--- src/rtl/irq_pend_ctrl_4_pkg.sv ---
// Shared widths, id encoding and presentation states for the 4-line request controller.
package irq_pend_ctrl_4_pkg;

    localparam int ID_W  = 2;
    localparam int N_REQ = 4;

    // Line 0 carries the highest code so that it reads as the most urgent id downstream.
    localparam logic [ID_W-1:0] ID_B0 = 2'b11;
    localparam logic [ID_W-1:0] ID_B1 = 2'b10;
    localparam logic [ID_W-1:0] ID_B2 = 2'b01;
    localparam logic [ID_W-1:0] ID_B3 = 2'b00;

    typedef enum logic {
        ST_IDLE,
        ST_PRESENT
    } state_t;

    function automatic logic [N_REQ-1:0] id_to_onehot(input logic [ID_W-1:0] id);
        logic [N_REQ-1:0] onehot;
        onehot = '0;
        case (id)
            ID_B0:   onehot = 4'b0001;
            ID_B1:   onehot = 4'b0010;
            ID_B2:   onehot = 4'b0100;
            ID_B3:   onehot = 4'b1000;
            default: onehot = '0;
        endcase
        return onehot;
    endfunction

endpackage

--- src/rtl/irq_pend_ctrl_4_if.sv ---
// Request-side and handler-side signals of the pending controller, bundled as one interface.
interface irq_pend_ctrl_4_if;
    import irq_pend_ctrl_4_pkg::*;

    logic [N_REQ-1:0] req_in;
    logic [N_REQ-1:0] mask;
    logic             irq_ack;
    logic [N_REQ-1:0] ovf_clr;
    logic             irq_valid;
    logic [ID_W-1:0]  irq_id;
    logic [N_REQ-1:0] pend_o;
    logic [N_REQ-1:0] ovf;

    modport master (
        output req_in, mask, irq_ack, ovf_clr,
        input  irq_valid, irq_id, pend_o, ovf
    );

    modport slave (
        input  req_in, mask, irq_ack, ovf_clr,
        output irq_valid, irq_id, pend_o, ovf
    );

endinterface

--- src/rtl/irq_pend_ctrl_4_prio_enc_4.sv ---
// Combinational 4->2 priority encoder; bit 0 wins, any_o flags a non-empty input.
module prio_enc_4
    import irq_pend_ctrl_4_pkg::*;
(
    input  logic [N_REQ-1:0] req,
    output logic [ID_W-1:0]  id,
    output logic             any_o
);

    // NOTE: every output gets a default first so no path through the chain infers a latch.
    always_comb begin
        id    = ID_B3;
        any_o = |req;
        if      (req[0]) id = ID_B0;
        else if (req[1]) id = ID_B1;
        else if (req[2]) id = ID_B2;
        else if (req[3]) id = ID_B3;
    end

endmodule

--- src/rtl/irq_pend_ctrl_4.sv ---
// Sticky request capture, masking and one-at-a-time presentation of the winning id.
module irq_pend_ctrl_4
    import irq_pend_ctrl_4_pkg::*;
#(
    parameter bit EDGE = 1'b1
) (
    input  logic              clk,
    input  logic              rst_n,
    irq_pend_ctrl_4_if.slave  bus
);

    logic [N_REQ-1:0] ev;
    logic [N_REQ-1:0] pend;
    logic [N_REQ-1:0] ovf;
    logic [N_REQ-1:0] clr;
    logic [N_REQ-1:0] cand;
    logic [ID_W-1:0]  enc_id;
    logic             enc_any;
    state_t           state, state_next;
    logic [ID_W-1:0]  id_q, id_next;

    if (EDGE) begin : g_edge
        logic [N_REQ-1:0] req_q;
        // Reset to all-ones so a line already high at reset release is not seen as an edge.
        // NOTE: sequential state uses non-blocking assignments so every flop samples pre-edge values.
        always_ff @(posedge clk) begin
            if (!rst_n) req_q <= '1;
            else        req_q <= bus.req_in;
        end
        assign ev = bus.req_in & ~req_q;
    end else begin : g_level
        assign ev = bus.req_in;
    end

    assign clr  = (state == ST_PRESENT && bus.irq_ack) ? id_to_onehot(id_q) : '0;
    assign cand = pend & bus.mask;

    prio_enc_4 u_enc (
        .req   (cand),
        .id    (enc_id),
        .any_o (enc_any)
    );

    // The presented id is frozen while PRESENT; only an ack returns to IDLE.
    always_comb begin
        state_next = state;
        id_next    = id_q;
        unique case (state)
            ST_IDLE: begin
                if (enc_any) begin
                    state_next = ST_PRESENT;
                    id_next    = enc_id;
                end
            end
            ST_PRESENT: begin
                if (bus.irq_ack) state_next = ST_IDLE;
            end
            default: state_next = ST_IDLE;
        endcase
    end

    always_ff @(posedge clk) begin
        if (!rst_n) begin
            state <= ST_IDLE;
            id_q  <= ID_B3;
            pend  <= '0;
            ovf   <= '0;
        end else begin
            state <= state_next;
            id_q  <= id_next;
            // A new event on a line being cleared keeps it pending.
            pend  <= ev | (pend & ~clr);
            ovf   <= EDGE ? ((ev & pend & ~clr) | (ovf & ~bus.ovf_clr)) : '0;
        end
    end

    assign bus.irq_valid = (state == ST_PRESENT);
    assign bus.irq_id    = id_q;
    assign bus.pend_o    = pend;
    assign bus.ovf       = ovf;

endmodule

--- src/flat_wrapper.sv ---
// flat-port wrapper written by rule: the top's interface ports become plain ports
module irq_pend_ctrl_4_flat import irq_pend_ctrl_4_pkg::*;
#(
    parameter bit EDGE = 1'b1
)
  (clk, rst_n, bus_req_in, bus_mask, bus_irq_ack, bus_ovf_clr, bus_irq_valid, bus_irq_id, bus_pend_o, bus_ovf);
  irq_pend_ctrl_4_if bus_i ();
  input  logic clk;
  input  logic rst_n;
  input wire logic [$bits(bus_i.req_in)-1:0] bus_req_in;
  input wire logic [$bits(bus_i.mask)-1:0] bus_mask;
  input wire logic [$bits(bus_i.irq_ack)-1:0] bus_irq_ack;
  input wire logic [$bits(bus_i.ovf_clr)-1:0] bus_ovf_clr;
  output wire logic [$bits(bus_i.irq_valid)-1:0] bus_irq_valid;
  output wire logic [$bits(bus_i.irq_id)-1:0] bus_irq_id;
  output wire logic [$bits(bus_i.pend_o)-1:0] bus_pend_o;
  output wire logic [$bits(bus_i.ovf)-1:0] bus_ovf;
  assign bus_i.req_in = bus_req_in;
  assign bus_i.mask = bus_mask;
  assign bus_i.irq_ack = bus_irq_ack;
  assign bus_i.ovf_clr = bus_ovf_clr;
  assign bus_irq_valid = bus_i.irq_valid;
  assign bus_irq_id = bus_i.irq_id;
  assign bus_pend_o = bus_i.pend_o;
  assign bus_ovf = bus_i.ovf;
  irq_pend_ctrl_4 #(.EDGE(EDGE)) u_core (.clk(clk), .rst_n(rst_n), .bus(bus_i));
endmodule
--- config.mk ---
export PLATFORM = sky130hd
export DESIGN_NAME = irq_pend_ctrl_4_flat
export DESIGN_NICKNAME = d
export VERILOG_FILES = /design/src/rtl/irq_pend_ctrl_4_pkg.sv /design/src/rtl/irq_pend_ctrl_4_if.sv /design/src/rtl/irq_pend_ctrl_4_prio_enc_4.sv /design/src/rtl/irq_pend_ctrl_4.sv /design/src/flat_wrapper.sv
export SDC_FILE = /design/constraint.sdc
export NUM_CORES = 1
export LEC_CHECK = 0
export ABC_AREA = 1
export BUFFER_PORTS_ARGS = -buffer_cell sky130_fd_sc_hd__buf_2
export CORE_MARGIN = 3
export CORE_UTILIZATION = 48
export CTS_CLUSTER_SIZE = 12
export DETAILED_ROUTE_END_ITERATION = 6
export HOLD_SLACK_MARGIN = 0.03
export PLACE_DENSITY = 0.78
export SLEW_MARGIN = 20
export SYNTH_ARGS = -nofsm -noshare
export SYNTH_HDL_FRONTEND = slang
export SYNTH_SLANG_ARGS = --single-unit
--- constraint.sdc ---
create_clock -name clk -period 1.55 [get_ports clk]
set_input_delay 0.155 -clock clk [delete_from_list [all_inputs] [get_ports clk]]
set_output_delay 0.155 -clock clk [all_outputs]
set_load 0.05 [all_outputs]
# After elaboration in Yosys (flattened, before gate mapping)
# Index checks and enable logic that the tools add are counted.
# W data, S select, Z words.
# word_totals
out_inout_bits,11
word_cells,32
in_bits,15
reg_bits,15
# op_classes
muxes,8
reduce_logical,4
n_eq_ne,3
n_bitwise,12
# ops
operator,n
$and A4 B4 Y4,6
$pmux W4 S4,1
$not A4 Y4,3
$or A4 B4 Y4,2
$eq A2 B2 Y1 const B,2
$mux W2,2
$mux W4,1
$reduce_or A4 Y1,1
$mux W1,3
$eq A2 B1 Y1 const B,1
$logic_not A2 Y1,1
$pmux W1 S2,1
$reduce_and A2 Y1,1
$logic_and A1 B1 Y1,1
$not A1 Y1,1

# Longest topological paths before layout
# depth
ltp_word,6
depth_mapped,7
mapped_depth_nobuf,7

# Cells and area by module
# A second synthesis with hierarchy kept.
# unflattened
cells_unflattened,98
area_unflattened_um2,648.1
# modules_own_cells
module,area_each_um2,seq_area_each_um2,cells_per_inst,instances
irq_pend_ctrl_4,615.6,300.3,90,1
prio_enc_4,32.5,0.0,8,1

# Least setup slack after synthesis
# OpenSTA, ideal clock, no wires.
# synth_timing
path_type,reg-to-reg
from,register u_core.pend[0] (netlist: u_core.bus.pend_o[0])
to,register u_core.id_q[0] (netlist: u_core.bus.irq_id[0])
setup_ns,0.115
arrival_time_ns,1.172
synth_period_minus_slack_ns,1.287
setup_slack_ns,0.263
path_stages_with_launch,8
path_buffers,0
cell_sequence,dfxtp_1 > nand2_2 > nand2_4 > nor2_4 > nor2_2 > nand2_1 > nand2_1 > nor2_2
# synth_between
elab_chain_cells,3
# synth_rtl
item,line_no,text
start: declaration,irq_pend_ctrl_4.sv:13,logic [N_REQ-1:0] pend;
start signal: assignment,irq_pend_ctrl_4.sv:72,pend <= ev | (pend & ~clr);
$and A4 B4 Y4 *,irq_pend_ctrl_4.sv:36,assign cand = pend & bus.mask;
$reduce_or A4 Y1,irq_pend_ctrl_4_prio_enc_4.sv:13,any_o = |req;
$reduce_and A2 Y1 (no line),-,
end signal: assignment,irq_pend_ctrl_4.sv:70,id_q <= id_next;
end: declaration,irq_pend_ctrl_4.sv:20,"logic [ID_W-1:0] id_q, id_next;"
# Every way passes the cells marked *; elsewhere a longest branch is shown, timed or not.
# A chain may end at the register's enable or synchronous reset.

# Worst setup path in the final report
# layout_timing
from,register u_core.id_q[0] (netlist: u_core.bus.irq_id[0])
to,output bus_irq_id[0]
# layout_rtl
item,line_no,text
end: declaration,flat_wrapper.sv:15,output wire logic [$bits(bus_i.irq_id)-1:0] bus_irq_id;
# No word-level cell between the ends.

==> metrics.md <==
| Metric | Value |
|---|---|
| Setup CP Type | `register to primary output` |
| Chip width | `42.1 µm` |
| Req. time, crit path | `1390 ps` |
| Final setup vio count | `0` |
| Gr ovfl total | `0` |
| Reg2reg path depth | `7` |
| Io pins | `26` |
| Vias in the first global route | `557` |
| Antenna Cells | `0` |
| DR vias | `593` |
| CTS buffer count | `3` |
| Layout cells sized above 1 | `0.339` |
| Reg-to-Reg End | `u_core.bus.irq_id[0]` |
| Area delta synth->final | `26.2%` |
| Synth unique cells | `17` |
| Die area | `1770 µm²` |
| Crit path depth | `1` |
| Area contributors post-synth | `dfxtp_1 48%, nand2_1 11%, inv_1 7.8%` |
| DR DRC count | `0` |
| Max-cap violations | `0` |
| Filler cells | `101` |
| TritonCTS clock tree | `done` |
| Number of I/O port buffers | `25` |
| Total track usage | `0.147` |
| Crit-path max FO | `5` |
| Worst min path class | `primary input to register` |
| Setup crit end | `bus_irq_id[0]` |
| Final ANT Viol Nets | `0` |
| FF+latch count, synth | `15` |
| Area of the multi-input gates | `268 µm²` |
| Largest stage delay on the critical path | `400 ps` |
| Crit end category | `primary output` |
| Minimum clock period | `1120 ps` |
| Fmax | `889 MHz` |
| CP Buf/Inv Count | `1` |
| Period utilization | `0.726` |
| Setup Skew | `1.33 ps` |
| Worst-Skew Late Latency | `270 ps` |
| Largest net degree at the start of global routing | `15` |
| H-tree levels | `1` |
| RSZ-0062 raised after global routing | `false` |
| Post_cts resized | `0` |
| Placer Congestion | `0.719` |
| First-pass GRT wire length | `2100 µm` |
| Cells after DPL | `119` |
| Hold_buf cts | `0` |
| Drt pass-1 iters | `4` |
| Worst relative slew slack | `0.732` |
| Post-CTS setup buffers | `0` |
| Total Wirelength | `1220 µm` |
| Cells after synthesis | `81` |
| Final non-filler cell total | `123` |
| Most common cell after layout, fill and taps aside | `buf_2` |
| Post-Syn Area per Cell | `7.72 µm²` |
| Mapped Nets | `96` |
| Routed WL per cell | `9.92 µm` |
| Kind of cell adding the most delay to the critical path | `flip-flops` |
| Worst Setup SP | `u_core.bus.irq_id[0]` |
| VDD IR max | `0.000742 V` |
| Synth area leader | `dfxtp_1` |
| Setup TNS | `0 ps` |
| Yosys warnings | `0` |
| Leak | `0.402 nW` |
| Mapped cell area | `626 µm²` |
| Seq/Total Area, Yosys | `0.480` |
| Final hold violation count | `0` |
| Reg2reg setup slack | `590 ps` |
| Clk root buf | `clkbuf_4` |
| Worst-path clk slew | `80 ps` |
| Power per Cell Area | `992 nW/µm²` |
| Placed wire-length estimate | `978 µm` |
| Row count | `12` |
| Initial antenna violation count | `0` |
| WP data arrival | `970 ps` |
| Status | `completed` |
| Initial Utilization | `0.534` |
| Core area | `1170 µm²` |
| Post-synth top area share | `0.480` |
| CP Launch Type | `register` |
| Most frequent cells in the layout | `25 x buf_2, 19 x nand2_1, 15 x dfxtp_1, 13 x inv_1, 9 x a21oi_1` |
| CP cell instances | `buf_2` |
| Detail-routed via count per cell | `4.82` |
| Clk sinks | `15` |
| Slowest CP cell | `dfxtp_1` |
| Fin nets | `125` |
| Slew at the pin closest to its max-slew limit | `401 ps` |
| Starting DRT DRC Count | `6` |
| Die height | `42.1 µm` |
| RR Startpoint | `u_core.bus.pend_o[1]` |
| Hold Crit Depth | `2` |
| CTS max path bufs | `2` |
| Reg area | `300 µm²` |
| Fin. max-slew vios | `0` |
sequential cells by signal, summed over array words and instances, names as in the netlist:
name / count
u_core.g_edge.req_q: 4
u_core.bus.irq_id: 2
u_core.bus.ovf: 4
u_core.bus.pend_o: 4
u_core.bus.irq_valid: 1
cells by family after synthesis:
group                  count (synthesis)  synth area share
AND/OR/NAND/NOR                       39             0.318
flip-flops                            15             0.480
AO/OA/AOI/OAI                         12             0.110
buffers and inverters                 15            0.0920
metal layers:
| metal | wire length [µm] | GRT usage | share of wire | up-vias |
|---|---|---|---|---|
| met5 | 0 | 0 | 0 | - |
| met4 | 8 | 0.0559 | 0.0066 | 0 |
| met3 | 69 | 0.0258 | 0.057 | 2 |
| met2 | 614 | 0.259 | 0.50 | 15 |
| met1 | 527 | 0.174 | 0.43 | 263 |
| li1 | - | - | - | 313 |
area by class of cell:
type / count / share of cell area
Tap cell: 14 / 0.0222
Timing Repair Buffer: 25 / 0.158
Multi-Input combinational cell: 51 / 0.339
Clock buffer: 4 / 0.0333
Sequential cell: 15 / 0.380
Inverter: 14 / 0.0666
worst min path at each step:
stage,startpoint,end,slack [ps]
after floorplan,bus_req_in[0],u_core.g_edge.req_q[0],250
after global placement,bus_req_in[2],u_core.g_edge.req_q[2],370
after detailed placement,bus_req_in[3],u_core.g_edge.req_q[3],370
after CTS,bus_req_in[3],u_core.g_edge.req_q[3],80
after global routing,bus_req_in[0],u_core.g_edge.req_q[0],90
final,bus_req_in[3],u_core.g_edge.req_q[3],80
per-stage QoR:
step                power [mW]  utilization  area (µm²)  worst slack [ps]  hold WS, ps
global placement         0.573        0.652         763               617          371
CTS                      0.791        0.674         790               424         81.5
detailed placement       0.576        0.652         763               591          374
floorplan                0.532            -         626               263          255
global route             0.824        0.674         790               376         86.0
finish                   0.783        0.674         790               425         84.6
synth_stat cells:
cell type and count:
inv_2 1, nand2_4 1, a21oi_1 9, nor2_1 1
o21ai_1 1, buf_2 1, nand3_1 4, nor2_2 2
nand2_1 19, nor2_4 1, or2_1 4, a211oi_2 1
a31oi_1 1, inv_1 13, dfxtp_1 15, nand4_1 4
nand2_2 3
report_power, final:
part	internal (mW)	switching (mW)
clock network	0.0997	0.117
registers	0.404	0.0157
logic	0.0462	0.100
Note: power is estimated with default switching activity, not from simulation.
